### config.mk
export PLATFORM = sky130hd
export DESIGN_NAME = lcd_rgb_timing_gen
export DESIGN_NICKNAME = d
export VERILOG_FILES = /design/src/rtl/lcd_rgb_timing_gen.sv
export SDC_FILE = /design/constraint.sdc
export NUM_CORES = 1
export LEC_CHECK = 0
export CAP_MARGIN = 20
export CORE_ASPECT_RATIO = 1.2
export CORE_MARGIN = 4
export CORE_UTILIZATION = 35
export DETAILED_ROUTE_END_ITERATION = 7
export PLACE_DENSITY_LB_ADDON = 0.08
export SLEW_MARGIN = 30
export SYNTH_ARGS = -nofsm -noshare
export SYNTH_HDL_FRONTEND = slang
export SYNTH_SLANG_ARGS = --single-unit
### constraint.sdc
create_clock -name clk_50mhz -period 2.35 [get_ports clk_50mhz]
set_input_delay 0.235 -clock clk_50mhz [delete_from_list [all_inputs] [get_ports clk_50mhz]]
set_output_delay 0.235 -clock clk_50mhz [all_outputs]
set_load 0.02 [all_outputs]
### src/rtl/lcd_rgb_timing_gen.sv
// lcd_rgb_timing_gen: parametrised RGB LCD timing generator with pixel-fetch handshake and graceful stop
module lcd_rgb_timing_gen #(
  parameter int CLK_DIV = 4,
  parameter int PIX_LAT = 1,
  parameter int H_SYNC  = 30,
  parameter int H_BP    = 29,
  parameter int H_ACT   = 320,
  parameter int H_FP    = 29,
  parameter int V_SYNC  = 8,
  parameter int V_BP    = 7,
  parameter int V_ACT   = 480,
  parameter int V_FP    = 7,
  parameter int HS_POL  = 0,
  parameter int VS_POL  = 0,
  parameter int POS_W   = 10
) (
  input  logic             clk_50mhz,
  input  logic             rst,
  input  logic             enable,
  input  logic             border_en,
  output logic             pix_req,
  output logic [POS_W-1:0] pix_x,
  output logic [POS_W-1:0] pix_y,
  input  logic [17:0]      pix_data,
  output logic             lcd_dotclk,
  output logic             lcd_hsync,
  output logic             lcd_vsync,
  output logic             lcd_data_en,
  output logic [17:0]      lcd_db,
  output logic             frame_start,
  output logic             line_start,
  output logic             running
);
  localparam int PW = $clog2(CLK_DIV);
  localparam int H_TOTAL = H_SYNC + H_BP + H_ACT + H_FP;
  localparam int V_TOTAL = V_SYNC + V_BP + V_ACT + V_FP;
  localparam int H_A0 = H_SYNC + H_BP;
  localparam int V_A0 = V_SYNC + V_BP;
  localparam int RISE = PIX_LAT + 1;
  localparam int FALL = (PIX_LAT + 1 + CLK_DIV / 2) % CLK_DIV;
  localparam logic HS_ACT = 1'(HS_POL);
  localparam logic VS_ACT = 1'(VS_POL);
  typedef enum logic [1:0] {IDLE, RUN, STOPPING} state_t;
  state_t state, state_nxt;
  logic [PW-1:0] phase;
  logic [POS_W-1:0] hpos, vpos;
  int ph, hx, vy;
  logic last_ph, h_last, v_last, wrap, act, edge_px, stop_cut;
  always_comb begin
    ph = int'(phase);
    hx = int'(hpos);
    vy = int'(vpos);
    last_ph = ph == CLK_DIV - 1;
    h_last = hx == H_TOTAL - 1;
    v_last = vy == V_TOTAL - 1;
    wrap = last_ph && h_last && v_last;
    act = hx >= H_A0 && hx < H_A0 + H_ACT && vy >= V_A0 && vy < V_A0 + V_ACT;
    edge_px = hx == H_A0 || hx == H_A0 + H_ACT - 1 || vy == V_A0 || vy == V_A0 + V_ACT - 1;
    stop_cut = state == STOPPING && !enable && h_last && v_last && FALL < RISE;
    state_nxt = state == IDLE ? (enable ? RUN : IDLE) :
                (state == STOPPING && wrap && !enable) ? IDLE :
                enable ? RUN : STOPPING;
  end
  always_ff @(posedge clk_50mhz) begin
    state <= rst ? IDLE : state_nxt;
    if (rst || state == IDLE) begin
      phase <= '0;
      hpos <= '0;
      vpos <= '0;
    end else begin
      phase <= phase + 1'b1;
      if (last_ph) hpos <= h_last ? '0 : hpos + 1'b1;
      if (last_ph && h_last) vpos <= v_last ? '0 : vpos + 1'b1;
    end
  end
  always_ff @(posedge clk_50mhz) begin
    if (rst || state == IDLE || state_nxt == IDLE) begin
      lcd_dotclk <= 1'b0;
      lcd_data_en <= 1'b0;
      lcd_db <= '0;
      lcd_hsync <= ~HS_ACT;
      lcd_vsync <= ~VS_ACT;
    end else begin
      if (ph == PIX_LAT) begin
        lcd_hsync <= hx < H_SYNC ? HS_ACT : ~HS_ACT;
        lcd_vsync <= vy < V_SYNC ? VS_ACT : ~VS_ACT;
        lcd_data_en <= act;
        lcd_db <= !act ? '0 : (border_en && edge_px) ? 18'h3FFFF : pix_data;
      end
      if (ph == RISE && !stop_cut) lcd_dotclk <= 1'b1;
      else if (ph == FALL) lcd_dotclk <= 1'b0;
    end
  end
  assign running = state != IDLE;
  assign pix_req = running && ph == 0 && act;
  assign line_start = running && ph == 0 && hx == 0;
  assign frame_start = state == RUN && ph == 0 && hx == 0 && vy == 0;
  assign pix_x = hpos - POS_W'(H_A0);
  assign pix_y = vpos - POS_W'(V_A0);
endmodule

==> summary.md <==
| Metric | Value |
|---|---|
| Outcome | `finished clean` |
| Clock Path Buffers | `2` |
| Sw Share | `22.2%` |
| Cells after Synth | `299` |
| Critical path fanouts, max | `2` |
| DIE HEIGHT | `102 µm` |
| Top-count cell post-synth | `dfxtp_1` |
| Dpl ws | `-0.193 ns` |
| Fin crit share | `98.9%` |
| Power per Cell Area | `around 410 nW/µm²` |
| Fin area | `3640 µm²` |
| Buffers on Ports | `67` |
| Sequential share of the synthesized area | `35.8%` |
| Max-cap violations | `0` |
| IO Count | `68` |
| Number of DRC markers in iteration 0 | `81` |
| Worst path bufs/invs | `1` |
| CP max-delay cell | `a2111oi_4` |
| Fmax | `0.430 GHz` |
| CP Depth | `7` |
| Register share of total power | `between 50% and 60%` |
| Most used DFF post-synth | `dfxtp_1` |
| Synthesis-stage register bit count | `46` |
| Final-layout fill cell count | `661` |
| Final Non-Filler Cells | `467` |
| Inserted Diodes | `0` |
| Placed cell count | `458` |
| DR vias | `2386` |
| Yosys warns | `0` |
| Pwr Total | `0.00148 W` |
| End of the critical path | `pix_req` |
| Global-route wire length before repair | `11300 µm` |
| Critical path capture point type | `primary output` |
| Unrepaired setup endpoints after global routing | `yes` |
| Top Family by Delay on Critical Path | `compound AO/OA/AOI/OAI gates` |
| PnR worst setup slack | `roughly 0.025 ns` |
| Slew Limit Fails | `0` |
| Largest net degree at the start of global routing | `24` |
| Routed Antenna Nets | `0` |
| GR Util All Layers | `16.1%` |
| Setup violations, final | `0` |
| Initial Util | `36.8%` |
| Crit Path Category | `reg2out` |
| Internal power | `0.00115 W` |
| Core box area | `6980 µm²` |
| Share of the synthesized area in the top cell type | `35.8%` |
| Number of global-route vias before repair | `2272` |
| Antenna violations before repair | `0` |
| Clk pin slew, worst setup/hold paths | `0.09 ns` |
| Drt pass-1 iters | `4` |
| Share of total power in the clock network | `40.2%` |
| Drt wl/cell | `14.8 µm` |
| Crit path launch type | `flip-flop` |
| Comb pwr share | `6.8%` |
| Die width | `86.2 µm` |
| FFs w/ async S/R, synth | `0%` |
| Post-DP HPWL | `~5000 µm` |
| Clock root cell | `clkbuf_8` |
| Worst hold path class | `reg2reg` |
| Final net count | `approximately 410` |
| Worst Hold Launch | `lcd_db[8]` |
| R2r setup slk | `0.19 ns` |
| Die area | `8780 µm²` |
| Max rail drop VDD | `211 µV` |
| Leading cell types by count after synthesis | `dfxtp_1 (46), nor2_1 (34), nand2b_1 (24)` |
| Top post-synthesis cells by area | `dfxtp_1 (36%), nand2b_1 (5.8%), xor2_1 (5.8%)` |
| Largest area contributor in the netlist | `dfxtp_1` |
| Cell Area, Synth | `2570 µm²` |
| Post-synth EDFFs | `0` |
| Clk_lat worst skew | `0.30 ns` |
| Count of cell types in the netlist | `46` |
| Avg Inst Size Synth | `8.59 µm²` |
| Crit path required time | `2.12 ns` |
| Area growth from synthesis to layout | `41.6%` |
| Remaining DRCs | `0` |
| Critical Path, Cell by Cell | `ha_4, o2111a_1, a21o_1, a2111oi_4, o221ai_2, nor2_2, buf_6` |
| Max_slew headroom | `71.8%` |
| Register-to-Register Path Depth | `8` |
| Slowest stage delay, CP | `0.40 ns` |
| Leakage | `~1.3 nW` |
| Worst path arrival time | `2.09 ns` |
| Share of cells above drive strength 1 | `approximately 16%` |
| Final hold violation count | `0` |
| Switching power | `0.000328 W` |
| DR vias/cell | `slightly above 5` |
| # clock sinks | `between 40 and 50` |
| Multi-input gate area | `1550 µm²` |
| Net count after synthesis | `332` |
| Reg-to-reg endpoint | `lcd_db[7]` |
| Tmin final | `2.33 ns` |
| Worst-margin pin slew | `0.423 ns` |
| Setup Skew | `0.00642 ns` |
| H-tree levels | `2` |
| CTS tree | `built` |
| Drt total wl | `6930 µm` |
| Gpl congestion | `0.839` |
| Rows | `33` |
| Total CTS buffers | `5` |
| Worst R2R Start | `hpos[0]` |
| Grt total ovfl | `0` |
| Crit path from | `hpos[0]` |
| Register area | `923 µm²` |
| Placed inst area | `approximately 3500 µm²` |
## state kept, by name, summed over array words and instances, names as in the netlist
signal	cells
lcd_db	18
state	2
lcd_dotclk	1
hpos	10
lcd_hsync	1
phase	2
lcd_vsync	1
lcd_data_en	1
vpos	10
## per-layer routing
metal | share of wire [%] | global-route usage (%) | vias up | wire (µm)
li1 | - | - | 1213 | -
met1 | 48 | 22.0 | 1101 | 3330
met2 | 45 | 25.5 | 65 | 3130
met3 | 5.5 | 3.71 | 7 | 384
met4 | 1.2 | 4.68 | 0 | 86
met5 | 0 | 0 | - | 0
## worst reg2reg max path, cell delays in order (launching register included)
cell and delay [ns]:
dfxtp_2 0.34, ha_4 0.15, o2111a_1 0.27, a21o_1 0.20, a2111oi_4 0.40, buf_4 0.17, buf_4 0.22, o311ai_0 0.19
a21oi_1 0.16
## cells in the final DEF (no fill, tap or decap), types with 10 or more instances in the layout
cell type / synthesis / layout
a21oi_1: 21 / 20
buf_4: 4 / 31
clkdlybuf4s50_1: 0 / 55
dfxtp_1: 46 / 44
ha_1: 11 / 10
nand2_1: 10 / 10
nand2b_1: 24 / 24
nor2_1: 34 / 33
o311ai_1: 10 / 10
xnor2_1: 12 / 12
xor2_1: 17 / 17
## layout make-up
class / instances / share of cell area (%)
sequential: 46 / 25.4
inverter: 7 / 0.722
clock buffer: 5 / 1.89
tap: 87 / 2.99
clock inverter: 3 / 1.24
multi-input combinational: 221 / 42.6
timing repair buffer: 98 / 25.2
## worst min path at each step
stage                            end  cells after the start
final                      lcd_db[8]                      2
after global routing      lcd_db[13]                      2
after CTS                  lcd_db[8]                      2
after detailed placement   lcd_db[8]                      2
after global placement      phase[0]                      1
after floorplan             state[0]                      1
## cell families (layout without fill, tap and decap cells)
kind of cell	Yosys count	in the layout	share of synthesized area [%]
AOI/OAI and AO/OA	60	60	16.9
and+or+nand+nor	120	120	25.6
buffers and inverters	32	113	6.09
adders and majority gates	11	11	5.36
DFF	46	46	35.8
muxes	1	1	0.390
xor gates and xnor gates	29	29	9.89
## power by group through the flow
stage	Combinational [W]	Clock, W	Sequential (W)
detailed placement	0.000101	0	0.000803
floorplan	0.0000414	0	0.000803
CTS	0.000101	0.000617	0.000785
finish	0.000101	0.000596	0.000785
global placement	0.000102	0	0.000803
global route	0.000109	0.000654	0.000786
## through the flow
stage	setup TNS, ns	utilization (%)	hold slack (ns)
finish	0	52.1	0.471
global placement	-0.367	49.8	0.454
floorplan	0	-	0.307
CTS	0	51.4	0.475
global route	-0.0770	52.1	0.491
detailed placement	-0.379	49.8	0.459
## timing repair
action	4_1_cts	5_1_grt
setup buffers	0	1
hold buffers	0	0
gates resized for setup	19	15
setup endpoints to repair	8	10
pin swaps	2	4
No activity file was read; power rests on OpenSTA's default activity.
==> RTL change 1: new RTL, same flow settings <==
Re-encode `state_t` (3 states) as one-hot, 3 bits wide.
--- a/src/rtl/lcd_rgb_timing_gen.sv
+++ b/src/rtl/lcd_rgb_timing_gen.sv
@@ -42,3 +42,3 @@
   localparam logic VS_ACT = 1'(VS_POL);
-  typedef enum logic [1:0] {IDLE, RUN, STOPPING} state_t;
+  typedef enum logic [2:0] {IDLE = 3'b001, RUN = 3'b010, STOPPING = 3'b100} state_t;
   state_t state, state_nxt;
Formal check against the unedited RTL: same outputs for any inputs over 10 cycles, from zero or initial values and one cycle with rst high; not proved beyond that.
==> RTL change 1 against the unedited design <==
Highest routed layer unchanged. Sequential cell count rose by 1. Power rose by 15%. Largest power group unchanged. Cell area rose by 1.8%. Setup slack improved by 0.093 ns. Wire length rose by 6.1%. Synthesized area rose by 6.3%. First-iteration DRC count fell by 41%. Hold slack improved by 0.0014 ns. Via count rose by 6.9%.
==> RTL change 1: results (changes against the unedited design) <==
| Metric | Value |
|---|---|
| Post-layout util | `0.486 (-0.0352)` |
| Reg-to-reg startpoint | `vpos[0]` |
| Placed Instances | `468 (+2.2%)` |
| Post-DP HPWL | `5330 um (+5.7%)` |
| WL met2 | `3440 um (+9.7%)` |
| Clock buf/inv share | `0.0358 (+0.00451)` |
| DRT iter0 DRCs | `48 (-41%)` |
| Final wirelength | `7350 um (+6.1%)` |
| CP Data Arrival Time | `2.00 ns (-0.09 ns)` |
| Met3 wire length | `419 um (+9.1%)` |
| Area Growth Syn to Fin | `35.7%` |
| WL met1 | `3420 um (+2.8%)` |
| FF+latch count, synth | `47 (+2.2%)` |
| Reg-to-reg slack, setup | `0.27 ns (+0.08 ns)` |
| Global-route wire length before repair | `11700 um (+4.1%)` |
| Number of clock buffers in the layout | `6 (+1)` |
| Status | `completed` |
| Layout cell share with drive strength beyond 1 | `0.146 (-0.0121)` |
| Number of global-route vias before repair | `2357 (+3.7%)` |
| Fraction of area in registers | `0.255 (+0.000860)` |
| Slew @ Worst Pin | `0.545 ns (+0.122 ns)` |
| CP endpoint | `pix_x[9]` |
| Hold path start | `lcd_dotclk` |
| Worst hold slack | `0.473 ns (+0.00138 ns)` |
| Nets | `416 (+0.97%)` |
| Largest net degree at the start of global routing | `38 (+58%)` |
| CP Launch Point | `hpos[1]` |
| Non-clk invs | `9 (+2)` |
| DP Worst Slack | `0.113 ns (+0.306 ns)` |
| Clk_skew | `0.00557 ns (-0.000850 ns)` |
| #MultiIn Comb | `228 (+3.2%)` |
-- RTL change 1: changes by cell type after synthesis, moves of 6 or more --
cell      unedited run  this run
a221oi_2             0        10
a21oi_1             21        27
o311ai_0             8         0
nor2_1              34        22
o311ai_1            10         0
nand2_1             10        34
nand2b_1            24         2
a221oi_1             0         8
-- RTL change 1: worst reg2reg max path: cells and delay by family, from the launching register on --
family	cells	cell delay [ns]
and+or+nand+nor	2	0.45
AOI/OAI and AO/OA	2	0.52
DFF	1	0.32
buffers and inverters	3	0.50
adders and majority gates	1	0.19
-- RTL change 1: repair_timing --
item                       in CTS  in global routing
gates resized for setup        10                  8
setup endpoints to repair       9                  4
cloned                          0                  0
-- RTL change 1: logic make-up (layout without fill, tap and decap cells) --
family          count (synthesis)  in the layout  synth area share
xor+xnor                       26             26            0.0834
simple gates                  119            119             0.240
mux                             2              2           0.00733
fa+ha+maj                      11             11            0.0504
flops                          47             47             0.345
compound gates                 70             70             0.206
buf+inv                        36            109            0.0683
==> RTL change 2: new RTL, config.mk and constraints unchanged <==
Without the edit above. `VS_POL`: 0 -> 1.
--- a/src/rtl/lcd_rgb_timing_gen.sv
+++ b/src/rtl/lcd_rgb_timing_gen.sv
@@ -13,3 +13,3 @@
   parameter int HS_POL  = 0,
-  parameter int VS_POL  = 0,
+  parameter int VS_POL  = 1,
   parameter int POS_W   = 10
Behaviour: not the same (Yosys sat finds a counterexample within 4 cycles, from zero or initial values and one cycle with rst high).
==> RTL change 2 against the unedited design <==
Non-clock buffer count decreased by 2. Synthesized area increased by 6.3%. Wire length increased by 1.9%. Die area increased by 5.7%. Highest routed layer unchanged. Setup slack improved by 0.078 ns. Global-route usage decreased by 0.55 points. Power increased by 2.9%. Synthesized cell count unchanged. Sequential cell count unchanged. Maximum frequency increased by 3.5%. Cell area increased by 3.1%. Largest cell class unchanged. Cell count increased by 1.1%. Combinational power increased by 37%. Count of clock-buffer cells in the layout increased by 1.
==> RTL change 2: results (changes against the unedited design) <==
| Metric | Value |
|---|---|
| Status | `completed` |
| CP Data Arrival Time | `2.01 ns (-0.08 ns)` |
| Compound-Gate Fraction of Synth Area | `0.208 (+0.0391)` |
| Total CTS buffers | `5 (unchanged)` |
| Multiplexer share of the synthesized area | `0.0110 (+0.00710)` |
| IO buf count | `67 (unchanged)` |
| Vias | `2411 (+1.0%)` |
| DP Worst Slack | `-0.101 ns (+0.0924 ns)` |
| Antenna violations before repair | `0 (unchanged)` |
| Placed Area | `3580 um^2 (+2.8%)` |
| DRT iter0 DRCs | `75 (-7.4%)` |
| Placed Instances | `464 (+1.3%)` |
| Cells resized by post-CTS repair | `14 (-5)` |
| GRT met3 Usage | `0.0260 (-0.0111)` |
| Clock share of power | `0.394 (-0.008)` |
| Netlist cell types | `51 (+11%)` |
| GR Util met2 | `0.252 (-0.00307)` |
| Post-Synth XOR/XNOR Area | `0.0834 (-0.0155)` |
| Sequential element share of the synthesized area | `0.337 (-0.0212)` |
| WL met1 | `3310 um (-0.45%)` |
| Synth area leaders | `dfxtp_1 34%, xnor2_1 6.7%, a221oi_2 5.5%, ha_1 5.0%, a21oi_1 4.9%` |
| Pre-antenna DRT Iters | `4 (unchanged)` |
| Clk Latency, worst-skew pair | `0.30 ns (about the same)` |
| Peak supply drop | `0.000265 V (+26%)` |
| Critical path's top delay family | `flip-flops` |
| Post-DP HPWL | `5260 um (+4.3%)` |
| WL met2 | `3380 um (+7.8%)` |
| Drt wl/cell | `15.0 um (+0.80%)` |
| P_int | `1.17 mW (+1.5%)` |
| CP max FO | `5 (+3)` |
| Largest net degree at the start of global routing | `39 (+63%)` |
| Lkg Pwr | `1.31 nW (+3.0%)` |
| Slew @ Worst Pin | `0.618 ns (+0.195 ns)` |
| Vias/cell | `5.11 (about the same)` |
| Synth Area in Adders | `0.0504 (-0.00317)` |
| Layout cell share with drive strength beyond 1 | `0.200 (+0.0421)` |
| GRT Overall Usage | `0.156 (-0.00547)` |
| GP Congestion | `0.851 (+1.4%)` |
| Global-route wire length before repair | `11800 um (+4.5%)` |
| Most frequent cells after synthesis | `46 x dfxtp_1, 31 x nand2_1, 27 x a21oi_1` |
| Pwr dens | `407 nW/um^2 (-0.13%)` |
| Antenna diodes | `0 (unchanged)` |
| Post-Syn Instances | `299 (unchanged)` |
| Slowest cell on the critical path | `dfxtp_1` |
| Met3 wire length | `290 um (-24%)` |
| Grt met1 use | `0.212 (-0.00813)` |
| H-Tree Depth | `2 (unchanged)` |
| Crit path largest cell delay | `just over 0.4 ns` |
| Clk_skew | `0.00422 ns (-0.00219 ns)` |
| Comb group | `0.138 mW (+37%)` |
==> RTL change 2: cell count changes in the layout (fill, tap and decap cells not counted), moves of 9 or more <==
| cell | unedited run | this run |
|---|---|---|
| nand2_1 | 10 | 31 |
| nand2b_1 | 24 | 4 |
| xor2_1 | 17 | 5 |
| a221oi_2 | 0 | 10 |
| nor2_1 | 33 | 23 |
| o311ai_1 | 10 | 0 |
| xnor2_1 | 12 | 21 |
==> RTL change 2: path summary, 6_finish.rpt <==
path	start	to	slack, ns	cells past startpoint
setup reg to reg	hpos[0]	lcd_db[11]	0.22	7
hold reg to reg	lcd_data_en	lcd_data_en	0.47	2
setup / recovery	hpos[0]	pix_req	0.10	5
hold / removal	lcd_data_en	lcd_data_en	0.47	2
==> RTL change 2: cell type report <==
cell class | instances | area [um^2]
Fill cell | 739 | 3870
Tap cell | 92 | 115
Multi-Input combinational cell | 219 | 1640
Sequential cell | 46 | 927
Clock inverter | 2 | 37.5
Timing Repair Buffer | 96 | 915
Clock buffer | 6 | 72.6
Inverter | 11 | 41.3
